<file path="src/rtl/game_button_conditioner.sv">
// ----------------------------------------------------------------------------
// game_button_conditioner
//
// N-channel button front end placed between the board button pins and the
// game FSM. Each channel is conditioned independently:
//   1. 2-FF synchroniser, then optional polarity inversion (active-low pins).
//   2. Tick-based debounce: a new level is accepted only after DEBOUNCE_MS
//      consecutive i_tick samples that all differ from the current level.
//   3. Registered press / release one-shots from the debounced level.
//   4. Hold tracking FSM (IDLE / PRESSED / HELD) that pulses o_long once the
//      press has lasted LONG_MS ticks, and then o_repeat every REPEAT_MS
//      ticks while the channel's auto-repeat enable is high.
//
// Parameters:
//   N_BTN          number of button channels
//   BTN_ACTIVE_LOW 1 = raw pin reads low when pressed
//   DEBOUNCE_MS    consecutive differing ticks needed to accept a level (>=1)
//   LONG_MS        ticks of stable press before o_long (>DEBOUNCE_MS, <2^CNT_W)
//   REPEAT_MS      o_repeat period in ticks once held (>=1, <2^CNT_W)
//   CNT_W          width of the per-channel hold / repeat counters
//
// Ports:
//   clk          system clock
//   rst_n        asynchronous active-low reset, clears every flop
//   i_tick       1 ms enable pulse, one clk wide
//   i_btn        raw button pins (asynchronous)
//   i_repeat_en  per-channel auto-repeat enable
//   o_level      debounced pressed level
//   o_press      one-clk pulse on debounced press
//   o_release    one-clk pulse on debounced release
//   o_long       one-clk pulse when the hold reaches LONG_MS ticks
//   o_repeat     one-clk pulse every REPEAT_MS ticks after o_long (if enabled)
//   o_any_press  OR of o_press, aligned with it
// ----------------------------------------------------------------------------
module game_button_conditioner #(
    parameter int N_BTN          = 4,
    parameter bit BTN_ACTIVE_LOW = 1'b0,
    parameter int DEBOUNCE_MS    = 20,
    parameter int LONG_MS        = 1000,
    parameter int REPEAT_MS      = 150,
    parameter int CNT_W          = 12
) (
    input  logic             clk,
    input  logic             rst_n,
    input  logic             i_tick,
    input  logic [N_BTN-1:0] i_btn,
    input  logic [N_BTN-1:0] i_repeat_en,
    output logic [N_BTN-1:0] o_level,
    output logic [N_BTN-1:0] o_press,
    output logic [N_BTN-1:0] o_release,
    output logic [N_BTN-1:0] o_long,
    output logic [N_BTN-1:0] o_repeat,
    output logic             o_any_press
);

    // The debounce counter only ever holds 0 .. DEBOUNCE_MS-1.
    localparam int DEB_W = (DEBOUNCE_MS > 1) ? $clog2(DEBOUNCE_MS) : 1;

    localparam logic [DEB_W-1:0] DEB_LAST  = DEB_W'(DEBOUNCE_MS - 1);
    localparam logic [CNT_W-1:0] HOLD_LAST = CNT_W'(LONG_MS - 1);
    localparam logic [CNT_W-1:0] REP_LAST  = CNT_W'(REPEAT_MS - 1);

    typedef enum logic [1:0] {
        ST_IDLE    = 2'd0,
        ST_PRESSED = 2'd1,
        ST_HELD    = 2'd2
    } state_e;

    // ------------------------------------------------------------------
    // Synchroniser and polarity
    // ------------------------------------------------------------------
    logic [N_BTN-1:0] sync1_q;
    logic [N_BTN-1:0] sync2_q;
    logic [N_BTN-1:0] btn_s;

    // Inversion sits after the synchroniser so both flops see raw pin levels.
    assign btn_s = sync2_q ^ {N_BTN{BTN_ACTIVE_LOW}};

    // ------------------------------------------------------------------
    // Debounce state
    // ------------------------------------------------------------------
    logic [N_BTN-1:0] stable_q;
    logic [N_BTN-1:0] stable_d;
    logic [N_BTN-1:0] stable_prev_q;
    logic [DEB_W-1:0] deb_cnt_q [N_BTN];
    logic [DEB_W-1:0] deb_cnt_d [N_BTN];

    // ------------------------------------------------------------------
    // Hold / repeat FSM state
    // ------------------------------------------------------------------
    state_e           state_q    [N_BTN];
    state_e           state_d    [N_BTN];
    logic [CNT_W-1:0] hold_cnt_q [N_BTN];
    logic [CNT_W-1:0] hold_cnt_d [N_BTN];
    logic [CNT_W-1:0] rep_cnt_q  [N_BTN];
    logic [CNT_W-1:0] rep_cnt_d  [N_BTN];

    // ------------------------------------------------------------------
    // Output pulse registers
    // ------------------------------------------------------------------
    logic [N_BTN-1:0] o_press_d;
    logic [N_BTN-1:0] o_press_q;
    logic [N_BTN-1:0] o_release_d;
    logic [N_BTN-1:0] o_release_q;
    logic [N_BTN-1:0] o_long_d;
    logic [N_BTN-1:0] o_long_q;
    logic [N_BTN-1:0] o_repeat_d;
    logic [N_BTN-1:0] o_repeat_q;
    logic             o_any_press_d;
    logic             o_any_press_q;

    // ------------------------------------------------------------------
    // Debounce next-state
    // A level change is accepted on the DEBOUNCE_MS-th consecutive
    // differing tick; any tick that matches the current level restarts
    // the count. Without ticks nothing here moves.
    // ------------------------------------------------------------------
    always_comb begin
        // NOTE: every variable gets a default before any branch so no path
        // leaves it unassigned, which would otherwise infer a latch.
        stable_d  = stable_q;
        deb_cnt_d = deb_cnt_q;
        for (int i = 0; i < N_BTN; i++) begin
            if (i_tick) begin
                if (btn_s[i] != stable_q[i]) begin
                    if (deb_cnt_q[i] == DEB_LAST) begin
                        stable_d[i]  = btn_s[i];
                        deb_cnt_d[i] = '0;
                    end else begin
                        deb_cnt_d[i] = deb_cnt_q[i] + DEB_W'(1);
                    end
                end else begin
                    deb_cnt_d[i] = '0;
                end
            end
        end
    end

    // ------------------------------------------------------------------
    // Edge one-shots: compare the debounced level with its previous value.
    // ------------------------------------------------------------------
    always_comb begin
        o_press_d     = stable_q & ~stable_prev_q;
        o_release_d   = ~stable_q & stable_prev_q;
        o_any_press_d = |o_press_d;
    end

    // ------------------------------------------------------------------
    // FSM next-state and counters
    // The FSM looks at stable_d (this tick's debounce result) rather than
    // stable_q, so a release that lands on the same tick as the long or
    // repeat threshold wins and suppresses the pulse.
    // ------------------------------------------------------------------
    always_comb begin
        state_d    = state_q;
        hold_cnt_d = hold_cnt_q;
        rep_cnt_d  = rep_cnt_q;
        for (int i = 0; i < N_BTN; i++) begin
            if (!stable_d[i]) begin
                state_d[i]    = ST_IDLE;
                hold_cnt_d[i] = '0;
                rep_cnt_d[i]  = '0;
            end else begin
                unique case (state_q[i])
                    ST_IDLE: begin
                        state_d[i]    = ST_PRESSED;
                        hold_cnt_d[i] = '0;
                        rep_cnt_d[i]  = '0;
                    end
                    ST_PRESSED: begin
                        if (i_tick) begin
                            if (hold_cnt_q[i] == HOLD_LAST) begin
                                // hold_cnt parks at HOLD_LAST while HELD.
                                state_d[i]   = ST_HELD;
                                rep_cnt_d[i] = '0;
                            end else begin
                                hold_cnt_d[i] = hold_cnt_q[i] + CNT_W'(1);
                            end
                        end
                    end
                    ST_HELD: begin
                        // Disabled repeat pins rep_cnt at 0, so enabling it
                        // mid-hold starts a full period from that tick.
                        if (!i_repeat_en[i]) begin
                            rep_cnt_d[i] = '0;
                        end else if (i_tick) begin
                            if (rep_cnt_q[i] == REP_LAST) begin
                                rep_cnt_d[i] = '0;
                            end else begin
                                rep_cnt_d[i] = rep_cnt_q[i] + CNT_W'(1);
                            end
                        end
                    end
                    default: begin
                        state_d[i]    = ST_IDLE;
                        hold_cnt_d[i] = '0;
                        rep_cnt_d[i]  = '0;
                    end
                endcase
            end
        end
    end

    // ------------------------------------------------------------------
    // FSM outputs: threshold pulses, registered on the tick that hits them.
    // ------------------------------------------------------------------
    always_comb begin
        o_long_d   = '0;
        o_repeat_d = '0;
        for (int i = 0; i < N_BTN; i++) begin
            o_long_d[i]   = (state_q[i] == ST_PRESSED) && stable_d[i] && i_tick
                            && (hold_cnt_q[i] == HOLD_LAST);
            o_repeat_d[i] = (state_q[i] == ST_HELD) && stable_d[i] && i_tick
                            && i_repeat_en[i] && (rep_cnt_q[i] == REP_LAST);
        end
    end

    // ------------------------------------------------------------------
    // FSM state register
    // ------------------------------------------------------------------
    always_ff @(posedge clk or negedge rst_n) begin
        if (!rst_n) begin
            // NOTE: the per-channel arrays are ordinary flops, not a RAM, so
            // they are cleared by reset like any other state.
            for (int i = 0; i < N_BTN; i++) begin
                state_q[i]    <= ST_IDLE;
                hold_cnt_q[i] <= '0;
                rep_cnt_q[i]  <= '0;
            end
        end else begin
            state_q    <= state_d;
            hold_cnt_q <= hold_cnt_d;
            rep_cnt_q  <= rep_cnt_d;
        end
    end

    // ------------------------------------------------------------------
    // Synchroniser, debounce and output registers
    // ------------------------------------------------------------------
    always_ff @(posedge clk or negedge rst_n) begin
        if (!rst_n) begin
            sync1_q       <= '0;
            sync2_q       <= '0;
            stable_q      <= '0;
            stable_prev_q <= '0;
            for (int i = 0; i < N_BTN; i++) begin
                deb_cnt_q[i] <= '0;
            end
            o_press_q     <= '0;
            o_release_q   <= '0;
            o_long_q      <= '0;
            o_repeat_q    <= '0;
            o_any_press_q <= 1'b0;
        end else begin
            // NOTE: non-blocking assignments here so every flop samples the
            // pre-edge value of its neighbours; blocking would collapse the
            // synchroniser stages into one.
            sync1_q       <= i_btn;
            sync2_q       <= sync1_q;
            stable_q      <= stable_d;
            stable_prev_q <= stable_q;
            deb_cnt_q     <= deb_cnt_d;
            o_press_q     <= o_press_d;
            o_release_q   <= o_release_d;
            o_long_q      <= o_long_d;
            o_repeat_q    <= o_repeat_d;
            o_any_press_q <= o_any_press_d;
        end
    end

    assign o_level     = stable_q;
    assign o_press     = o_press_q;
    assign o_release   = o_release_q;
    assign o_long      = o_long_q;
    assign o_repeat    = o_repeat_q;
    assign o_any_press = o_any_press_q;

endmodule

</file>
<file path="config.mk">
export PLATFORM = sky130hd
export DESIGN_NAME = game_button_conditioner
export DESIGN_NICKNAME = d
export VERILOG_FILES = /design/src/rtl/game_button_conditioner.sv
export SDC_FILE = /design/constraint.sdc
export NUM_CORES = 1
export LEC_CHECK = 0
export CORE_ASPECT_RATIO = 0.9
export CORE_MARGIN = 2
export CORE_UTILIZATION = 60
export DETAILED_ROUTE_END_ITERATION = 12
export PLACE_DENSITY_LB_ADDON = 0.08
export REMOVE_ABC_BUFFERS = 1
export SYNTH_ARGS = -nofsm -noshare
export SYNTH_HDL_FRONTEND = slang
export SYNTH_SLANG_ARGS = --single-unit
export TNS_END_PERCENT = 10
</file>
<file path="constraint.sdc">
create_clock -name clk -period 7.1 [get_ports clk]
set_clock_uncertainty 0.05 [all_clocks]
set_input_delay 1.42 -clock clk [delete_from_list [all_inputs] [get_ports clk]]
set_output_delay 1.42 -clock clk [all_outputs]
set_load 0.05 [all_outputs]
</file>
==> Word-level counts from Yosys, hierarchy flattened <==
Index checks and enable logic that the tools add are counted.
{ "word_totals": {"reg_bits": 157, "latchBits": 0, "ram_bits": 0, "mem_bits_ro": 0, "inputBits": 11, "output_inout_bits": 21, "elab_cells": 210, "mem_count": 0} }
{ "op_classes": {"addsub": 12, "mul": 0, "div_mod_pow": 0, "magnitude_cmp": 0, "eq_ne": 44, "shift": 0, "muxes": 80, "n_bitwise": 4, "reduce_logical": 45} }
{ "op_table": {"columns": ["op", "count"], "rows": [
  ["$mux W12", 36],
  ["$pmux W12 S2", 8],
  ["$add A12 B1 Y12 const B", 8],
  ["$eq A12 B10 Y1 const B", 4],
  ["$eq A12 B8 Y1 const B", 4],
  ["$mux W5", 8],
  ["$reduce_and A3 Y1", 12],
  ["$logic_and A1 B1 Y1", 28],
  ["$ne A3 B3 Y1 const B", 9],
  ["$mux W2", 12],
  ["$pmux W2 S3", 4],
  ["$add A5 B1 Y5 const B", 4],
  ["$eq A5 B5 Y1 const B", 4],
  ["$ne A4 B4 Y1 const B", 4],
  ["$mux W1", 12],
  ["$ne A3 B2 Y1 const B", 3],
  ["$and A4 B4 Y4", 2],
  ["$eq A2 B1 Y1 const B", 4],
  ["$eq A2 B2 Y1 const B", 4],
  ["$logic_not A2 Y1", 4],
  ["$ne A2 B2 Y1 const B", 4],
  ["$not A4 Y4", 2],
  ["$ne A1 B1 Y1", 4],
  ["$reduce_or A4 Y1", 1]
]} }

==> Logic depth before layout (Yosys ltp) <==
Gate-level depths: netlist (run 1).
{ "logic_depth": {"ltp_word": 8, "mapped_depth": 9} }

==> Least setup slack after synthesis (run 1) <==
OpenSTA, ideal clock, no wires.
{ "synth_timing": {"kind": "input port to flip-flop", "startpoint": "input port i_tick", "endpoint": "register hold_cnt_q[45] in the netlist's numbering", "setup_time_ns": 0.077, "t_arrival_ns": 3.023, "required_time_ns": 6.973, "setup_slack_ns": 3.949, "path_stages": 6, "path_buffers": 2, "path_cell_list": "buf_2 > clkbuf_1 > nand2_1 > a311o_1 > or4b_2 > a21oi_1"} }
{ "synth_between": {"elab_chain_cells": 3, "elab_cells_between_ends": 6} }
{ "synth_rtl": {"columns": ["item", "line_no", "rtl"], "rows": [
  ["start: declaration", "45", "input logic i_tick,"],
  ["$mux W1", "124", "if (i_tick) begin"],
  ["$ne A3 B3 Y1 (no line) or $ne A2 B2 Y1 (tied branches)", null, null],
  ["$reduce_and A3 Y1 (no line)", null, null],
  ["end signal: assignment", "232", "hold_cnt_q <= hold_cnt_d;"],
  ["end: declaration", "93", "logic [CNT_W-1:0] hold_cnt_q [N_BTN];"]
]} }
Several ways; a longest one is shown, not always the timed one.
A chain may end at the register's enable or synchronous reset.

==> Final worst setup path (run 1) <==
{ "layout_timing": {"startpoint": "input port i_tick", "endpoint": "register rep_cnt_q[47] in the netlist's numbering"} }
{ "layout_between": {"elab_chain_cells": 3, "elab_cells_between_ends": 6} }
{ "layout_rtl": {"columns": ["item", "line_no", "rtl"], "rows": [
  ["$mux W1", "124", null],
  ["$ne A4 B4 Y1 (no line) (tied with other cells)", null, null],
  ["$reduce_and A3 Y1 (no line)", null, null],
  ["end signal: assignment", "233", "rep_cnt_q <= rep_cnt_d;"],
  ["end: declaration", "95", "logic [CNT_W-1:0] rep_cnt_q [N_BTN];"]
]} }
Several ways; a longest one is shown, not always the timed one.

==> results of run 1 <==
-- worst min path at each step --
stage | depth (start not counted) | from | slack (ns) | endpoint
global placement | 0 | sync1_q[1] | 0.28 | btn_s[1]
detailed placement | 0 | sync1_q[0] | 0.29 | btn_s[0]
floorplan | 0 | sync1_q[0] | 0.28 | btn_s[0]
global route | 0 | sync1_q[0] | 0.31 | btn_s[0]
finish | 0 | sync1_q[3] | 0.30 | btn_s[3]
CTS | 0 | sync1_q[0] | 0.30 | btn_s[0]
-- worst max-delay path, stage by stage --
cell	delay (ns)
clkdlybuf4s50_1	0.93
buf_4	0.43
inv_1	0.09
o21ai_1	0.23
a211oi_2	1.06
o21ai_0	0.26
a31oi_1	0.23
-- cell usage after synthesis (11+ instances only) --
master | count | share of area
ha_1 | 16 | 0.024
nand4_1 | 21 | 0.016
nor2b_1 | 17 | 0.013
or3_1 | 16 | 0.012
a31oi_1 | 30 | 0.023
nand2_1 | 72 | 0.032
and3_1 | 33 | 0.025
dfrtp_1 | 157 | 0.47
nor2_1 | 48 | 0.022
o21ai_0 | 64 | 0.038
inv_1 | 23 | 0.010
nand3_1 | 57 | 0.034
or4_1 | 16 | 0.014
mux2i_1 | 11 | 0.013
clkbuf_1 | 21 | 0.0095
a211oi_1 | 16 | 0.014
nor3_1 | 11 | 0.0066
nand2b_1 | 17 | 0.013
o31ai_1 | 20 | 0.018
a21oi_1 | 37 | 0.022
-- state kept, by name, summed over array words and instances, names as in the netlist --
register	cells
state_q	8
o_long	4
rep_cnt_q	48
stable_prev_q	4
btn_s	4
hold_cnt_q	48
deb_cnt_q	20
o_repeat	4
o_release	4
sync1_q	4
o_level	4
o_press	4
o_any_press	1
-- power by group --
part / internal (mW) / switching (mW)
sequential: 0.930 / 0.0359
clock: 0.636 / 0.372
combinational: 0.0587 / 0.106
-- cell type report --
type | count | area [um2]
tap | 168 | 210
clock buffer | 19 | 443
timing repair buffer | 36 | 349
sequential | 157 | 3930
fill | 986 | 4040
clock inverter | 13 | 214
inverter | 23 | 86.3
multi-input combinational | 656 | 4190
-- metal layers --
layer	wire, um	GRT usage	up-vias
li1	-	-	3347
met1	8260	0.352	3440
met2	8970	0.411	180
met3	741	0.0545	15
met4	129	0.0747	0
met5	0	0	-
-- cell families (layout without fill, tap and decap cells) --
kind of cell	Yosys count	in the layout	synth area share
muxes	12	12	0.0146
DFF	157	157	0.472
and+or+nand+nor	370	370	0.251
AOI/OAI and AO/OA	245	245	0.200
adders and majority gates	16	16	0.0240
xor gates and xnor gates	13	13	0.0137
buffers and inverters	52	91	0.0258
-- stage by stage --
stage | area [um2] | cells
finish | 9420 | 1072
global route | 9420 | 1072
CTS | 9420 | 1072
detailed placement | 8770 | 1040
global placement | 8770 | 1040
floorplan | 8200 | 836
==> flow_summary.yaml, run 1 <==
clock_network:
  cts_root_buffer: "clkbuf_16"
  clockBufferDepth: 2
  clk_latency_ns: 0.42
  hold_buffers: 0
  path_clk_slew_ns: 0.06
  cts-resized-gates: 0
  htree_levels: 4
  cts_setup_buffers: 0
  numCtsBuffers: 17
  cts_tree: "yes"
  clock_sinks: 157
sta:
  finalSetupViolations: 0
  fin_ws_ns: 2.73
  holdWs_ns: 0.297
  rsz0062_at_grt: "no"
  setup_tns_ns: 0
  period_minus_slack_ns: 4.37
  finalMaxSlewViolations: 0
  relSlewSlack: 0.201
  tightest_slew_ns: 1.20
  clock.fmax_mhz: 229
  fin_crit_sh: 0.616
  finalHoldViolCount: 0
final_layout:
  layout_common_cells: "dfrtp_1 (157), nand2_1 (72), o21ai_0 (64)"
  layout.nets: 918
  drive_gt1_frac: 0.0697
  syn2layout_area_growth_pct: 13.1
  fin_util: 0.700
  diodes: 0
  final_common_cell: "dfrtp_1"
critical_path:
  r2r-end: "rep_cnt_q[47]"
  r2r_cells: 6
  start_kind: "primary input"
  crit_start: "i_tick"
  crit_required_ns: 7.40
  cp_data_arrival_time_ns: 4.67
  end_kind: "flop"
  ff2ff_setup_slack_ns: 3.96
  worstSetupEndpoint: "rep_cnt_q[47]"
  path_class: "primary input to flop"
  crit_fanout: 27
  reg2reg_from: "deb_cnt_q[15]"
detailed_routing:
  ant_nets: 0
  drc: 0
  vias_per_cell: 6.51
  first_pass_iters: 4
  vias: 6982
  routed_wl_mm: 18.1
  drt_iter0_markers: 533
  routedWlPerCell_um: 16.9
run:
  maxCapViolCount: 0
global_routing:
  grt-ovfl-total: 0
  grt_pass1_wl_mm: 30.8
  grt_use_total: 0.255
  grt_pass1_vias: 6586
  grt_max_degree: 84
  antenna_found_initial: 0
power_and_ir_drop:
  power.total_mw: 2.14
  ir_drop_mv: 0.216
  powerDensity_nw_per_um2: 227
  p_leak_nw: 3.97
die:
  die-area_um2: 14800
  pin_count: 32
  die_x_um: 128
  die_y_um: 116
  initial_core_util: 0.619
  std_cell_rows: 40
  core_um2: 13500
placement:
  post-place-ws_ns: 2.40
  port-buffer-count: 31
  routabilityCongestion: 0.923
  dp_hpwl_mm: 12.0
yosys:
  ys_seq_area_frac: 0.472
  syn_avg_cell_area_um2: 9.63
  yosysUniqueCellTypes: 69
  synth_area_um2: 8330
  synth_warnings: 0
  async_flop_share: 1.00
  synth_edf_count: 0
  synth-main-ff-cell: "dfrtp_1"
  synth-seq-cells: 157
  synth_cells: 865
status:
  status: "complete, no violations"
min_path:
  min_path_type: "flop to flop"
No activity file was read; power rests on OpenSTA's default activity.
==> inputs of run 2 (changes only) <==
CORE_UTILIZATION = 55   (was 60)
clock period = 3.6 ns   (was 7.1 ns; I/O delays follow)
==> run 2 against run 1 <==
Compared with the run above:
- final area grew 1.5%
- register-to-register slack lost 3.1 ns
- clock-buffer cell count grew 3
- power grew 95%
- sequential share of layout area shrank 0.62 points
==> flow_summary.yaml, run 2 (same netlist as run 1, synthesis figures left out) <==
critical_path:
  worstSetupEndpoint: "rep_cnt_q[3]"
  crit_slowest_cell: "o211ai_1"
  reg2reg_from: "deb_cnt_q[15]"
  end_kind: "flop"
  crit_fanout: 11
  critical-path-top-delay-family: "compound AO/OA/AOI/OAI gates"
  r2r_cells: 7
  cp_data_arrival_time_ns: 3.02
  start_kind: "primary input"
  crit_required_ns: 3.86
  ff2ff_setup_slack_ns: 0.87
  r2r-end: "hold_cnt_q[39]"
  worstPathCellList: "clkdlybuf4s50_1, and4bb_2, a21boi_0, o211ai_1, nor3_1, a211o_1"
  cpPeakStageDelay_ns: 0.72
  crit_start: "i_tick"
  cp_num_buf_inv: 1
  cp.depth: 6
  path_class: "primary input to flop"
final_layout:
  diodes: 0
  drive_gt1_frac: 0.0858
  layout.nets: 935
  fin_util: 0.648
  syn2layout_area_growth_pct: 14.8
  top_regs: "hold_cnt_q x48, rep_cnt_q x48, deb_cnt_q x20"
  layout_common_cells: "dfrtp_1 (157), nand2_1 (72), o21ai_0 (64)"
  final_common_cell: "dfrtp_1"
  stdcell_count: 1119
clock_network:
  cts-resized-gates: 0
  clock_sinks: 157
  hold_buffers: 0
  path_clk_slew_ns: 0.06
  cts_setup_buffers: 0
  cts_tree: "yes"
  numCtsBuffers: 17
  clk_latency_ns: 0.43
  htree_levels: 4
  clockBufferDepth: 2
  cts_root_buffer: "clkbuf_16"
sta:
  relSlewSlack: 0.432
  fin_ws_ns: 0.844
  finalMaxSlewViolations: 0
  rsz0062_at_grt: "no"
  clock.fmax_mhz: 363
  finalHoldViolCount: 0
  tightest_slew_ns: 0.849
  finalSetupViolations: 0
  fin_crit_sh: 0.766
  setup_tns_ns: 0
  period_minus_slack_ns: 2.76
die:
  die_x_um: 134
  pin_count: 32
  core_um2: 14800
  std_cell_rows: 42
  die-area_um2: 16100
  die_y_um: 121
  initial_core_util: 0.564
detailed_routing:
  drt_iter0_markers: 508
  routedWlPerCell_um: 16.5
  routed_wl_mm: 18.4
  drc: 0
  vias: 7055
  first_pass_iters: 5
  ant_nets: 0
  vias_per_cell: 6.30
run:
  maxCapViolCount: 0
placement:
  post-place-ws_ns: 0.453
  dp_hpwl_mm: 12.7
  routabilityCongestion: 0.863
  dp_cells: 1087
  port-buffer-count: 31
min_path:
  min_path_type: "primary input to asynchronous set/reset pin"
global_routing:
  grt-ovfl-total: 0
  grt_pass1_vias: 6607
  grt_max_degree: 71
  antenna_found_initial: 0
  grt_pass1_wl_mm: 31.5
  grt_use_total: 0.240
power_and_ir_drop:
  powerDensity_nw_per_um2: 435
  power.total_mw: 4.16
  p_leak_nw: 4.05
  ir_drop_mv: 0.417
status:
  status: "complete, no violations"
## run 2: worst min-delay path by stage
stage | start | to | cells after the start
2_1_floorplan | sync1_q[0] | btn_s[0] | 0
3_3_place_gp | sync1_q[0] | btn_s[0] | 0
3_5_place_dp | sync1_q[3] | btn_s[3] | 0
4_1_cts | rst_n | rep_cnt_q[39] | 1
5_1_grt | rst_n | rep_cnt_q[39] | 1
6_report | rst_n | rep_cnt_q[39] | 1
## run 2: report_power, final
part	internal (mW)	switching (mW)
clock network	1.22	0.710
logic	0.119	0.215
registers	1.83	0.0698
## run 2: cell type report
class	instances	area, um2
fillers	1181	5200
multi-input cells	656	4190
flip-flops and latches	157	3930
repair buffers	53	477
clock buffers	22	474
well taps	198	248
clock inverters	10	160
inverters	23	86.3
## run 2: layer usage
metal	global-route usage	share of wire	up-vias
met4	0.0864	0.017	0
met1	0.328	0.47	3441
li1	-	-	3399
met3	0.0491	0.040	25
met5	0	0	-
met2	0.381	0.48	190
## run 2: per-stage QoR
step,hold slack (ns),instance area (um2)
2_1_floorplan,0.281,8200
3_3_place_gp,0.283,8930
3_5_place_dp,0.285,8930
4_1_cts,0.265,9570
5_1_grt,0.283,9570
6_report,0.230,9570
==> inputs of run 3 (changes only) <==
CORE_UTILIZATION = 60   (was 55)
clock period = 2.8 ns   (was 3.6 ns; I/O delays follow)
==> run 3 against run 2 <==
Compared with the run above:
- wire length up 6.5%
- die area down 8.1%
- power up 25%
- sequential share of layout area down 1.1 points
- final area up 2.6%
- non-clock buffer count up 39
- flip-flop and latch count unchanged
- global-route usage up 4.3 points
- sequential power up 29%
- hold slack worse by 0.20 ns
- critical path type is now flop to flop
- largest cell class unchanged
==> flow_summary.yaml, run 3 (same netlist as run 1, synthesis figures left out) <==
power_and_ir_drop:
  power.internal_mw: 3.89
  swShare: 0.250
  powerDensity_nw_per_um2: 528
  p_clk_frac: 0.438
  power_frac_seq: 0.473
  p_sw_mw: 1.30
  ir_drop_mv: 0.466
  p_leak_nw: 4.22
  combPwrFrac: 0.089
sta:
  finalSetupViolations: 0
  fin_crit_sh: 0.930
  holdWs_ns: 0.0303
  rsz0062_at_grt: "yes"
  tightest_slew_ns: 0.740
  setup_tns_ns: 0
  period_minus_slack_ns: 2.61
  finalHoldViolCount: 0
  fin_ws_ns: 0.195
  relSlewSlack: 0.502
  clock.fmax_mhz: 384
  finalMaxSlewViolations: 0
final_layout:
  top_regs: "hold_cnt_q x48, rep_cnt_q x48, deb_cnt_q x20"
  layout_common_cells: "dfrtp_1 (157), nand2_1 (72), o21ai_0 (64)"
  n_fill_cell: 951
  diodes: 0
  final_common_cell: "dfrtp_1"
  layout.nets: 974
  fin_util: 0.729
  drive_gt1_frac: 0.123
  syn2layout_area_growth_pct: 17.8
global_routing:
  grt_pass1_vias: 7018
  antenna_found_initial: 0
  grt-ovfl-total: 0
  grt_pass1_wl_mm: 33.7
  grt_max_degree: 56
  grt_use_total: 0.283
status:
  status: "complete, no violations"
clock_network:
  htree_levels: 4
  cts_setup_buffers: 0
  cts_root_buffer: "clkbuf_16"
  clock_sinks: 157
  clockBufferDepth: 2
  clk_latency_ns: 0.43
  path_clk_slew_ns: 0.06
  hold_buffers: 0
  cts_tree: "yes"
  numCtsBuffers: 17
detailed_routing:
  ant_nets: 0
  vias: 7331
  drc: 0
  routed_wl_mm: 19.6
  first_pass_iters: 5
  routedWlPerCell_um: 17.4
  vias_per_cell: 6.50
  drt_iter0_markers: 681
die:
  die_y_um: 116
  die_x_um: 128
  pin_count: 32
  die-area_um2: 14800
  initial_core_util: 0.619
  std_cell_rows: 40
  core_um2: 13500
critical_path:
  end_kind: "flop"
  path_class: "flop to flop"
  crit_fanout: 11
  crit_required_ns: 3.10
  cp_data_arrival_time_ns: 2.91
  start_kind: "flop"
placement:
  dp_hpwl_mm: 13.6
  port-buffer-count: 31
  routabilityCongestion: 0.901
  post-place-ws_ns: -0.106
min_path:
  min_path_type: "primary input to asynchronous set/reset pin"
run:
  maxCapViolCount: 0
-- run 3: cell count changes in the layout (fill, tap and decap cells not counted) --
| cell | before | now |
|---|---|---|
| clkinv_2 | 3 | 2 |
| clkinvlp_4 | 1 | 5 |
| bufinv_16 | 4 | 2 |
| clkbuf_8 | 3 | 2 |
| inv_6 | 1 | 0 |
| a21oi_1 | 37 | 36 |
| buf_12 | 0 | 4 |
| a21oi_2 | 0 | 1 |
| buf_4 | 22 | 57 |
-- run 3: worst paths after layout --
path	startpoint	to	slack (ns)	cells after the start
worst max-delay path	deb_cnt_q[15]	hold_cnt_q[42]	0.19	7
worst min-delay path	rst_n	hold_cnt_q[39]	0.03	1
worst max register to register	deb_cnt_q[15]	hold_cnt_q[42]	0.19	7
worst min register to register	sync1_q[3]	btn_s[3]	0.29	0
max in group asynchronous	rst_n	rep_cnt_q[22]	1.96	2
min in group clk	sync1_q[3]	btn_s[3]	0.29	0
-- run 3: repair_timing --
action                                 in CTS  in global routing
resized for setup                           0                  1
setup endpoints to repair                   0                  3
endpoints found under the hold margin       0                  0
-- run 3: area by class of cell --
| type | count | area, um2 | share of cell area |
|---|---|---|---|
| sequential | 157 | 3930 | 0.400 |
| clock inverter | 10 | 116 | 0.0119 |
| inverter | 23 | 86.3 | 0.00879 |
| clock buffer | 21 | 460 | 0.0469 |
| timing repair buffer | 92 | 820 | 0.0835 |
| tap | 168 | 210 | 0.0214 |
| multi-input combinational | 656 | 4200 | 0.427 |
-- run 3: power by group through the flow --
| stage | Combinational, mW | Clock [mW] | Sequential, mW |
|---|---|---|---|
| after floorplan | 0.189 | 0 | 2.53 |
| after global placement | 0.442 | 0 | 2.48 |
| after detailed placement | 0.460 | 0 | 2.49 |
| after CTS | 0.466 | 2.31 | 2.45 |
| after global routing | 0.506 | 2.40 | 2.46 |
| final | 0.464 | 2.27 | 2.45 |
-- run 3: routing by layer --
layer	vias up	wire length, um	global-route usage
li1	3455	-	-
met1	3593	8870	0.384
met2	247	9460	0.456
met3	36	947	0.0596
met4	0	331	0.100
met5	-	0	0
-- run 3: critical path: stages (launching register included) --
cell,delay [ns]
dfrtp_1,0.39
ha_1,0.25
nor4bb_1,0.45
nand2_1,0.13
a311o_1,0.43
buf_4,0.21
nor4b_1,0.38
mux2i_1,0.23
-- run 3: per-stage QoR --
stage	instance area, um2	power (mW)	std cells
2_1_floorplan	8200	2.72	836
3_3_place_gp	9240	2.92	1096
3_5_place_dp	9240	2.95	1096
4_1_cts	9810	5.22	1127
5_1_grt	9820	5.37	1127
6_report	9820	5.19	1127
